===== config.mk =====
export PLATFORM = sky130hd
export DESIGN_NAME = fetch_ctrl
export DESIGN_NICKNAME = d
export VERILOG_FILES = /design/src/rtl/fetch_pkg.sv /design/src/rtl/fetch_queue.sv /design/src/rtl/fetch_ctrl.sv
export SDC_FILE = /design/constraint.sdc
export NUM_CORES = 1
export LEC_CHECK = 0
export CAP_MARGIN = 20
export CORE_MARGIN = 2
export CORE_UTILIZATION = 40
export CTS_BUF_LIST = sky130_fd_sc_hd__clkbuf_16
export CTS_CLUSTER_DIAMETER = 30
export DETAILED_ROUTE_END_ITERATION = 12
export DONT_BUFFER_PORTS = 1
export PLACE_DENSITY_LB_ADDON = 0.1
export RECOVER_POWER = 100
export SLEW_MARGIN = 10
export SYNTH_ARGS = -nofsm -noshare
export SYNTH_HDL_FRONTEND = slang
export SYNTH_SLANG_ARGS = --single-unit

===== constraint.sdc =====
create_clock -name clk -period 5.6 [get_ports clk]
set_input_delay 1.68 -clock clk [delete_from_list [all_inputs] [get_ports clk]]
set_output_delay 1.68 -clock clk [all_outputs]
set_load 0.01 [all_outputs]

===== src/rtl/fetch_pkg.sv =====
// Shared types and constants for the dual-issue fetch sequencer.
package fetch_pkg;

   localparam int INSTR_BYTES = 4;

   typedef enum logic [1:0] {
      FETCH_RUN    = 2'd0,
      FETCH_HOLD   = 2'd1,
      FETCH_HALTED = 2'd2
   } fetch_state_t;

   localparam logic [1:0] ST_RUN    = FETCH_RUN;
   localparam logic [1:0] ST_HOLD   = FETCH_HOLD;
   localparam logic [1:0] ST_HALTED = FETCH_HALTED;

   typedef struct packed {
      logic [31:0] pc;
      logic [31:0] instr;
   } fetch_entry_t;

   // Issue may request 3; only two entries are ever presented.
   function automatic logic [1:0] clamp_deq(input logic [1:0] d);
      return (d == 2'd3) ? 2'd2 : d;
   endfunction

endpackage


===== src/rtl/fetch_queue.sv =====
// Circular instruction queue: pushes two entries at once, pops 0-2, flushes in one cycle.
module fetch_queue
   import fetch_pkg::*;
#(
   parameter int QDEPTH = 4
) (
   input  logic                      clk,
   input  logic                      rst_n,
   input  logic                      flush,
   input  logic                      push,
   input  logic [1:0]                pop_cnt,
   input  fetch_entry_t              push0,
   input  fetch_entry_t              push1,
   output logic [$clog2(QDEPTH):0]   count,
   output fetch_entry_t              head0,
   output fetch_entry_t              head1
);

   localparam int PW = $clog2(QDEPTH);
   localparam int CW = PW + 1;

   fetch_entry_t       mem [QDEPTH];
   logic [PW-1:0]      head;
   logic [PW-1:0]      tail;

   // pop_cnt arrives already clamped to count by the controller.
   always_ff @(posedge clk or negedge rst_n) begin
      if (!rst_n) begin
         head  <= '0;
         tail  <= '0;
         count <= '0;
         for (int i = 0; i < QDEPTH; i++) begin
            mem[i] <= '0;
         end
      end else if (flush) begin
         head  <= tail;
         count <= '0;
      end else begin
         if (push) begin
            mem[tail]            <= push0;
            mem[tail + PW'(1)]   <= push1;
            tail                 <= tail + PW'(2);
         end
         head  <= head + PW'(pop_cnt);
         count <= count + (push ? CW'(2) : CW'(0)) - CW'(pop_cnt);
      end
   end

   assign head0 = mem[head];
   assign head1 = mem[head + PW'(1)];

endmodule


===== src/rtl/fetch_ctrl.sv =====
// Dual-issue fetch sequencer: PC, fetch FSM, redirect/halt handling, instruction queue.
// Optional perf counters are built when FETCH_PERF_EN is defined.
//
// state   | meaning
// RUN     | fetching a pair whenever the queue has room for two
// HOLD    | last cycle had no room for a pair; retried every cycle
// HALTED  | halt asserted; no fetch, queue still drains
module fetch_ctrl
   import fetch_pkg::*;
#(
   parameter logic [31:0] RESET_PC = 32'h0000_0000,
   parameter int          QDEPTH   = 4
) (
   input  logic        clk,
   input  logic        rst_n,
   output logic [31:0] imem_addr1,
   output logic [31:0] imem_addr2,
   input  logic [31:0] imem_instr1,
   input  logic [31:0] imem_instr2,
   input  logic        redirect_valid,
   input  logic [31:0] redirect_pc,
   input  logic        halt,
   input  logic [1:0]  deq_cnt,
   output logic [1:0]  out_valid,
   output logic [31:0] out_instr0,
   output logic [31:0] out_instr1,
   output logic [31:0] out_pc0,
   output logic [31:0] out_pc1,
   output logic [1:0]  fetch_state
`ifdef FETCH_PERF_EN
   ,
   output logic [31:0] perf_fetch_pairs,
   output logic [31:0] perf_hold_cycles
`endif
);

   localparam int CW = $clog2(QDEPTH) + 1;

   logic [31:0]   pc;
   logic [1:0]    state;
   logic [1:0]    state_nxt;
   logic [CW-1:0] count;
   logic [1:0]    deq_eff;
   logic [1:0]    pop;
   logic [CW-1:0] used_after;
   logic          push;
   fetch_entry_t  push0;
   fetch_entry_t  push1;
   fetch_entry_t  head0;
   fetch_entry_t  head1;
   logic          unused_redirect_lsb;

   assign unused_redirect_lsb = ^redirect_pc[1:0];

   assign deq_eff = clamp_deq(deq_cnt);

   // deq_eff > count only happens with count <= 1, so the low bits are exact.
   always_comb begin
      pop = 2'd0;
      if (!redirect_valid) begin
         pop = (CW'(deq_eff) > count) ? count[1:0] : deq_eff;
      end
   end

   // Entries popped this cycle count as free space for this cycle's push.
   assign used_after = count - CW'(pop);
   assign push = !redirect_valid && !halt && (state != ST_HALTED)
              && (used_after <= CW'(QDEPTH - 2));

   always_comb begin
      state_nxt = ST_RUN;
      if (halt) begin
         state_nxt = ST_HALTED;
      end else if (redirect_valid || state == ST_HALTED || push) begin
         state_nxt = ST_RUN;
      end else begin
         state_nxt = ST_HOLD;
      end
   end

   always_ff @(posedge clk or negedge rst_n) begin
      if (!rst_n) begin
         pc    <= RESET_PC;
         state <= ST_RUN;
      end else begin
         state <= state_nxt;
         if (redirect_valid) begin
            pc <= {redirect_pc[31:2], 2'b00};
         end else if (push) begin
            pc <= pc + 32'(2 * INSTR_BYTES);
         end
      end
   end

   assign push0 = '{pc: pc, instr: imem_instr1};
   assign push1 = '{pc: pc + 32'(INSTR_BYTES), instr: imem_instr2};

   fetch_queue #(
      .QDEPTH (QDEPTH)
   ) u_queue (
      .clk     (clk),
      .rst_n   (rst_n),
      .flush   (redirect_valid),
      .push    (push),
      .pop_cnt (pop),
      .push0   (push0),
      .push1   (push1),
      .count   (count),
      .head0   (head0),
      .head1   (head1)
   );

   assign imem_addr1  = pc;
   assign imem_addr2  = pc + 32'(INSTR_BYTES);
   assign out_valid   = {(count >= CW'(2)), (count >= CW'(1))};
   assign out_instr0  = head0.instr;
   assign out_instr1  = head1.instr;
   assign out_pc0     = head0.pc;
   assign out_pc1     = head1.pc;
   assign fetch_state = state;

`ifdef FETCH_PERF_EN
   always_ff @(posedge clk or negedge rst_n) begin
      if (!rst_n) begin
         perf_fetch_pairs <= '0;
         perf_hold_cycles <= '0;
      end else begin
         if (push && perf_fetch_pairs != '1) begin
            perf_fetch_pairs <= perf_fetch_pairs + 32'd1;
         end
         if (state == ST_HOLD && perf_hold_cycles != '1) begin
            perf_hold_cycles <= perf_hold_cycles + 32'd1;
         end
      end
   end
`endif

endmodule


Word-level counts from Yosys, hierarchy flattened
Index checks and enable logic that the tools add are counted.

operators by class
  $add $sub $neg = 9
  multipliers = 0
  divide/modulo/power cells = 0
  order comparisons = 10
  equal/unequal tests = 3
  shifts and indexed selects = 0
  multiplexer cells = 22
  bitwise logic cells = 5
  reduce and logical (&&, ||, !) cells = 11

operators with widths
  kind                                                                                 count
  256-bit bitwise mux                                                                  2
  64-bit two-way mux                                                                   6
  64-bit binary-select mux with 2-bit select                                           2
  64-bit demux with 2-bit select                                                       2
  32-bit two-way mux                                                                   2
  32-bit by 3-bit adder with 32-bit output, second input constant                      1
  32-bit by 4-bit adder with 32-bit output, second input constant                      1
  3-bit greater-or-equal comparator, second input constant                             4
  2-bit two-way mux                                                                    6
  2-bit NOT with 3-bit output                                                          4
  3-bit by 1-bit less-than comparator with 1-bit output, second input constant         2
  3-bit by 2-bit subtractor with 3-bit output                                          2
  1-bit logical AND                                                                    5
  2-bit by 1-bit adder with 2-bit output, second input constant                        2
  2-bit equality test, second input constant                                           2
  3-bit adder                                                                          1
  3-bit by 1-bit greater-or-equal comparator with 1-bit output, second input constant  1
  3-bit by 2-bit greater-or-equal comparator with 1-bit output, second input constant  1
  2-bit by 3-bit greater-than comparator with 1-bit output                             1
  3-bit by 2-bit <= comparator with 1-bit output, second input constant                1
  3-bit two-way mux                                                                    1
  2-bit adder                                                                          1
  2-bit adder, second input constant                                                   1
  1-bit logical NOT                                                                    2
  6 further kinds                                                                      7

storage, ports and cells
  bits in registers = 297
  latch bits = 0
  bits in writable memories = 0
  bits in read-only memories = 0
  output and inout port bits = 196
  word-level logic and storage cells = 73
  memories kept = 0

Depth between registers and ports, before layout
  depth after elaboration = 12
  mapped depth = 19
  mapped depth without buffers = 16

Modules after synthesis
A second synthesis with hierarchy kept.

unflattened totals
  cells, all modules = 1027
  area total of the unflattened synthesis = 15900.2 um2

by module, submodules not included
  module       times used  cells an instance  area each (um2)  seq. area each (um2)
  fetch_queue  1           724                13444.1          6556.3
  fetch_ctrl   1           303                2456.1           800.8

Worst setup path before layout
No wires, ideal clock.

  kind = input to register
  start = in deq_cnt[1]
  end = reg u_queue.count[1]
  library setup time = 0.132 ns
  arrival = 5.250 ns
  data required time = 5.468 ns
  path slack = 0.218 ns
  stages = 18
  cell sequence = clkbuf_1 > ha_1 > nor2b_1 > o21ai_0 > mux2i_1 > and2_1 > ha_1 > inv_1 > fa_1 > nor2b_1 > or4_1 > buf_2 > inv_2 > buf_6 > buf_4 > fa_1 > ha_1 > nor2b_1

on the way
  word-level cells in the longest chain between the ends = 12

RTL lines
  element                                                   line               source
  start: declaration                                        fetch_ctrl.sv:23   input logic [1:0] deq_cnt,
  2-bit equality test                                       fetch_pkg.sv:23    return (d == 2'd3) ? 2'd2 : d;
  2-bit two-way mux (*)                                     fetch_pkg.sv:23
  2-bit by 3-bit greater-than comparator with 1-bit output  fetch_ctrl.sv:61   pop = (CW'(deq_eff) > count) ? count[1:0] : deq_eff;
  2-bit two-way mux (*)                                     fetch_ctrl.sv:61
  2-bit two-way mux (*)                                     fetch_ctrl.sv:60   if (!redirect_valid) begin
  3-bit by 2-bit subtractor with 3-bit output               fetch_ctrl.sv:66   assign used_after = count - CW'(pop);
  3-bit by 2-bit <= comparator with 1-bit output            fetch_ctrl.sv:68   && (used_after <= CW'(QDEPTH - 2));
  1-bit logical AND                                         fetch_ctrl.sv:68
  2-bit two-way mux                                         fetch_queue.sv:45  count <= count + (push ? CW'(2) : CW'(0)) - CW'(pop_cnt);
  3-bit adder                                               fetch_queue.sv:45
  3-bit by 2-bit subtractor with 3-bit output (*)           fetch_queue.sv:45
  3-bit two-way mux (*)                                     fetch_queue.sv:35  end else if (flush) begin
  end signal: assignment                                    fetch_queue.sv:45
  end: declaration                                          fetch_queue.sv:14  output logic [$clog2(QDEPTH):0] count,

Mark *: on every way between the ends. The rest lies on a longest branch, timed or not.
A chain may end at the register's enable or synchronous reset.

Worst setup path in the final report
  start = in deq_cnt[1]
  end = reg u_queue.mem[84] (netlist name)

on the way
  word-level cells in the longest chain between the ends = 9

RTL lines
  element                                                   line               source
  2-bit equality test                                       fetch_pkg.sv:23
  2-bit two-way mux (*)                                     fetch_pkg.sv:23
  2-bit by 3-bit greater-than comparator with 1-bit output  fetch_ctrl.sv:61
  2-bit two-way mux (*)                                     fetch_ctrl.sv:61
  2-bit two-way mux (*)                                     fetch_ctrl.sv:60
  3-bit by 2-bit subtractor with 3-bit output (*)           fetch_ctrl.sv:66
  3-bit by 2-bit <= comparator with 1-bit output (*)        fetch_ctrl.sv:68
  1-bit logical AND (*)                                     fetch_ctrl.sv:68
  2-bit AND reduction (no source line) (*)                  n/a
  end signal: indexed assignment                            fetch_queue.sv:40  mem[tail] <= push0;
  end signal: indexed assignment                            fetch_queue.sv:41  mem[tail + PW'(1)] <= push1;
  end: declaration                                          fetch_queue.sv:22  fetch_entry_t mem [QDEPTH];

Marked as above.

==> reports/results.ini <==
[worst_hold_path]
hold_class=reg -> reg
hold_depth=2
holdPathEnd=u_queue.mem[137]
worstHoldStart=u_queue.mem[137]

[drt]
wl_met3_um=3520
num_vias=10521
met2WireLength_um=19800
drt-pass1-iter-count=5
dr.max_layer_used=met5
detail-route-antenna-nets=0
drc_errors=0
routed_wl_um=41500
drt_iter0_drc=593
wl_per_cell_um=22.3
vias_per_cell=5.65
met1Wirelength_um=17300

[clock_network]
cts-root-buf=clkbuf_16
postCtsSetupBuffers=0
cts_sinks=287
clk_latency_ps=580
cts_max_level=3
cts_tree=yes
cts-resized-gates=0
path_clk_slew_ps=40
cts_made_buffers=78
clockBufferDepth=3
ctsHoldBuffers=0

[logic_synthesis]
netlist_area_um2=15000
ys_seq_elements=287
synth_ff_type=dfrtp_1
ys_seq_area_share_pct=48.0
yosys-top-cells-area=dfrtp_1, mux4_2, nand2_1, mux2_1, o21ai_0
ys_warn_count=0
synth_area_per_cell_um2=11.2
synth_area_leader_cell=dfrtp_1
yosysUniqueCellTypes=52
postSynth.asyncResetShare_pct=100
synth_cells=1336
synth_top_area_share_pct=48.0
synth_edf_count=0

[timing]
finClkSkew_ps=17.7
fmax_mhz=197
rsz0062_at_grt=false
hold_violations=0
slew_viol_final=114
tightest_slew_ps=1700
final-setup-viol-count=0
finalCriticalPeriod_ps=5070
setup_slack_ps=533
tns_ps=0
hold_slack_ps=489
slew_headroom_pct=-13.3
min_period_over_period_pct=90.5

[power]
powerDensity_nw_per_um2=635
ir_drop_uv=297
p_leak_nw=8.00
design_power_total_mw=11.4

[floorplan]
start_util_pct=40.8
core-area_um2=36700
ios=298
chipHeight_um=197
die_area_um2=39000
die_w_um=197
num_rows=70

[flow_run]
max-cap-violations=2

[final_layout]
fin_cells=1861
area_growth_pct=20.2
antenna_cells=0
drive_gt1_share_pct=22.8
nNetsFinal=1442

[worst_setup_path]
critPathMaxFanout=78
required_ps=6050
r2r-end=u_queue.mem[84]
end_kind=flip-flop
rrSetupSlack_ps=1060
crit_type=in -> reg
critPathLaunchType=primary input
rr_worst_depth=16
arrival_ps=5510
reg2reg_from=u_queue.count[1]

[global_routing]
grt_pass1_wl_um=65300
grt_max_degree=288
grt_pass1_vias=10983
grtUsageTotal_pct=21.7
globalRoute.totalOverflow=0
antenna_found_initial=2

[placed_design]
dp_hpwl_um=26800
place.gp.congestion=0.792
place_ws_ps=225
buffer_ports.inserted=0
place_inst=1719

[status]
status=complete, but fails checks
violations=max-capacitance violations, max-slew violations

Yosys cell counts, types with 2 or more instances:
cell type	count
nor4_1	8
fa_1	2
nand4_1	20
mux4_2	124
o211ai_1	7
a31o_2	7
o31a_1	2
mux2i_1	3
mux2_2	39
ha_1	7
a22oi_1	2
or2_2	2
clkbuf_1	72
buf_1	11
nor3_1	11
and2_1	2
dfrtp_1	287
mux2_1	52
buf_4	12
nor2b_1	5
and3_1	7
nor2_1	26
nand2_1	382
nand3_1	26
nand2b_1	2
xor2_1	14
inv_1	39
a32oi_1	3
a21oi_1	7
o21ai_0	94
o311ai_0	6
xnor2_1	19
a31oi_1	2
buf_2	16
critical path, cell delays in order:
cell     delay [ps]
ha_1            270
nor2b_1         130
o21ai_0         320
mux2i_1         230
and2_0          180
ha_1            160
inv_1            60
fa_1            430
nor2b_1         150
or4_1           500
inv_1           280
buf_4           190
nand2_1         110
buf_6           330
mux2_1          410
metal layers:
| metal | track usage [%] | up-vias |
|---|---|---|
| met1 | 27.5 | 5397 |
| met4 | 6.91 | 4 |
| met2 | 34.3 | 310 |
| li1 | - | 4737 |
| met3 | 8.31 | 73 |
| met5 | 0 | - |
sequential cells by signal, summed over array words and instances, names as in the netlist:
signal,count
fetch_state,2
imem_addr1,30
u_queue.count,3
u_queue.head,2
u_queue.mem,249
u_queue.tail,1
per-stage QoR:
step / util, % / instance area [µm²]
6_report: 49.0 / 18000
4_1_cts: 49.2 / 18100
5_1_grt: 49.0 / 18000
3_5_place_dp: 41.9 / 15400
3_3_place_gp: 41.9 / 15400
2_1_floorplan: - / 15000
worst max-delay path by stage:
stage                  start               end  slack, ps  depth (start not counted)
3_5_place_dp      deq_cnt[1]   u_queue.mem[84]        230                         15
6_report          deq_cnt[1]   u_queue.mem[84]        530                         15
2_1_floorplan     deq_cnt[1]  u_queue.count[1]        220                         18
5_1_grt           deq_cnt[1]   u_queue.mem[30]        300                         15
4_1_cts        imem_addr1[4]    imem_addr2[25]        780                          6
3_3_place_gp      deq_cnt[1]   u_queue.mem[91]        280                         15
cell families (layout without fill, tap and decap cells):
group / after synthesis / in the layout / share of synthesized area (%)
AND/OR/NAND/NOR: 500 / 500 / 13.9
flip-flops: 287 / 287 / 48.0
multiplexers: 218 / 218 / 25.7
buffers and inverters: 152 / 206 / 4.30
AO/OA/AOI/OAI: 136 / 136 / 5.33
XOR/XNOR: 33 / 33 / 1.93
adder cells (fa/ha/maj): 9 / 9 / 0.853
other: 1 / 4 / 0.0251
layout by cell type, fill, tap and decap left out, drive strengths merged, types with 8 or more instances in the layout:
master,netlist,layout
xnor2,19,19
o21ai,94,94
bufinv,0,13
mux4,124,124
mux2,91,91
clkbuf,72,87
nor4,8,8
nand2,384,384
xor2,14,14
dfrtp,287,287
nand4,20,20
inv,40,50
nand3,26,26
clkinv,0,36
nor2,27,27
nor3,11,11
buf,40,16
layout make-up:
cell class	count	area (µm²)
fillers	3368	18700
clock buffers	79	1980
inverters	40	150
repair buffers	24	240
flip-flops and latches	287	7180
well taps	468	586
clock inverters	63	704
multi-input cells	900	7140
power breakdown:
part	leakage [nW]	switching [mW]	total [mW]	internal (mW)
sequential	3.59	0.870	3.84	2.97
clock	1.33	1.35	4.50	3.15
combinational	3.08	1.54	3.08	1.54
(Power assumes the default switching activity.)
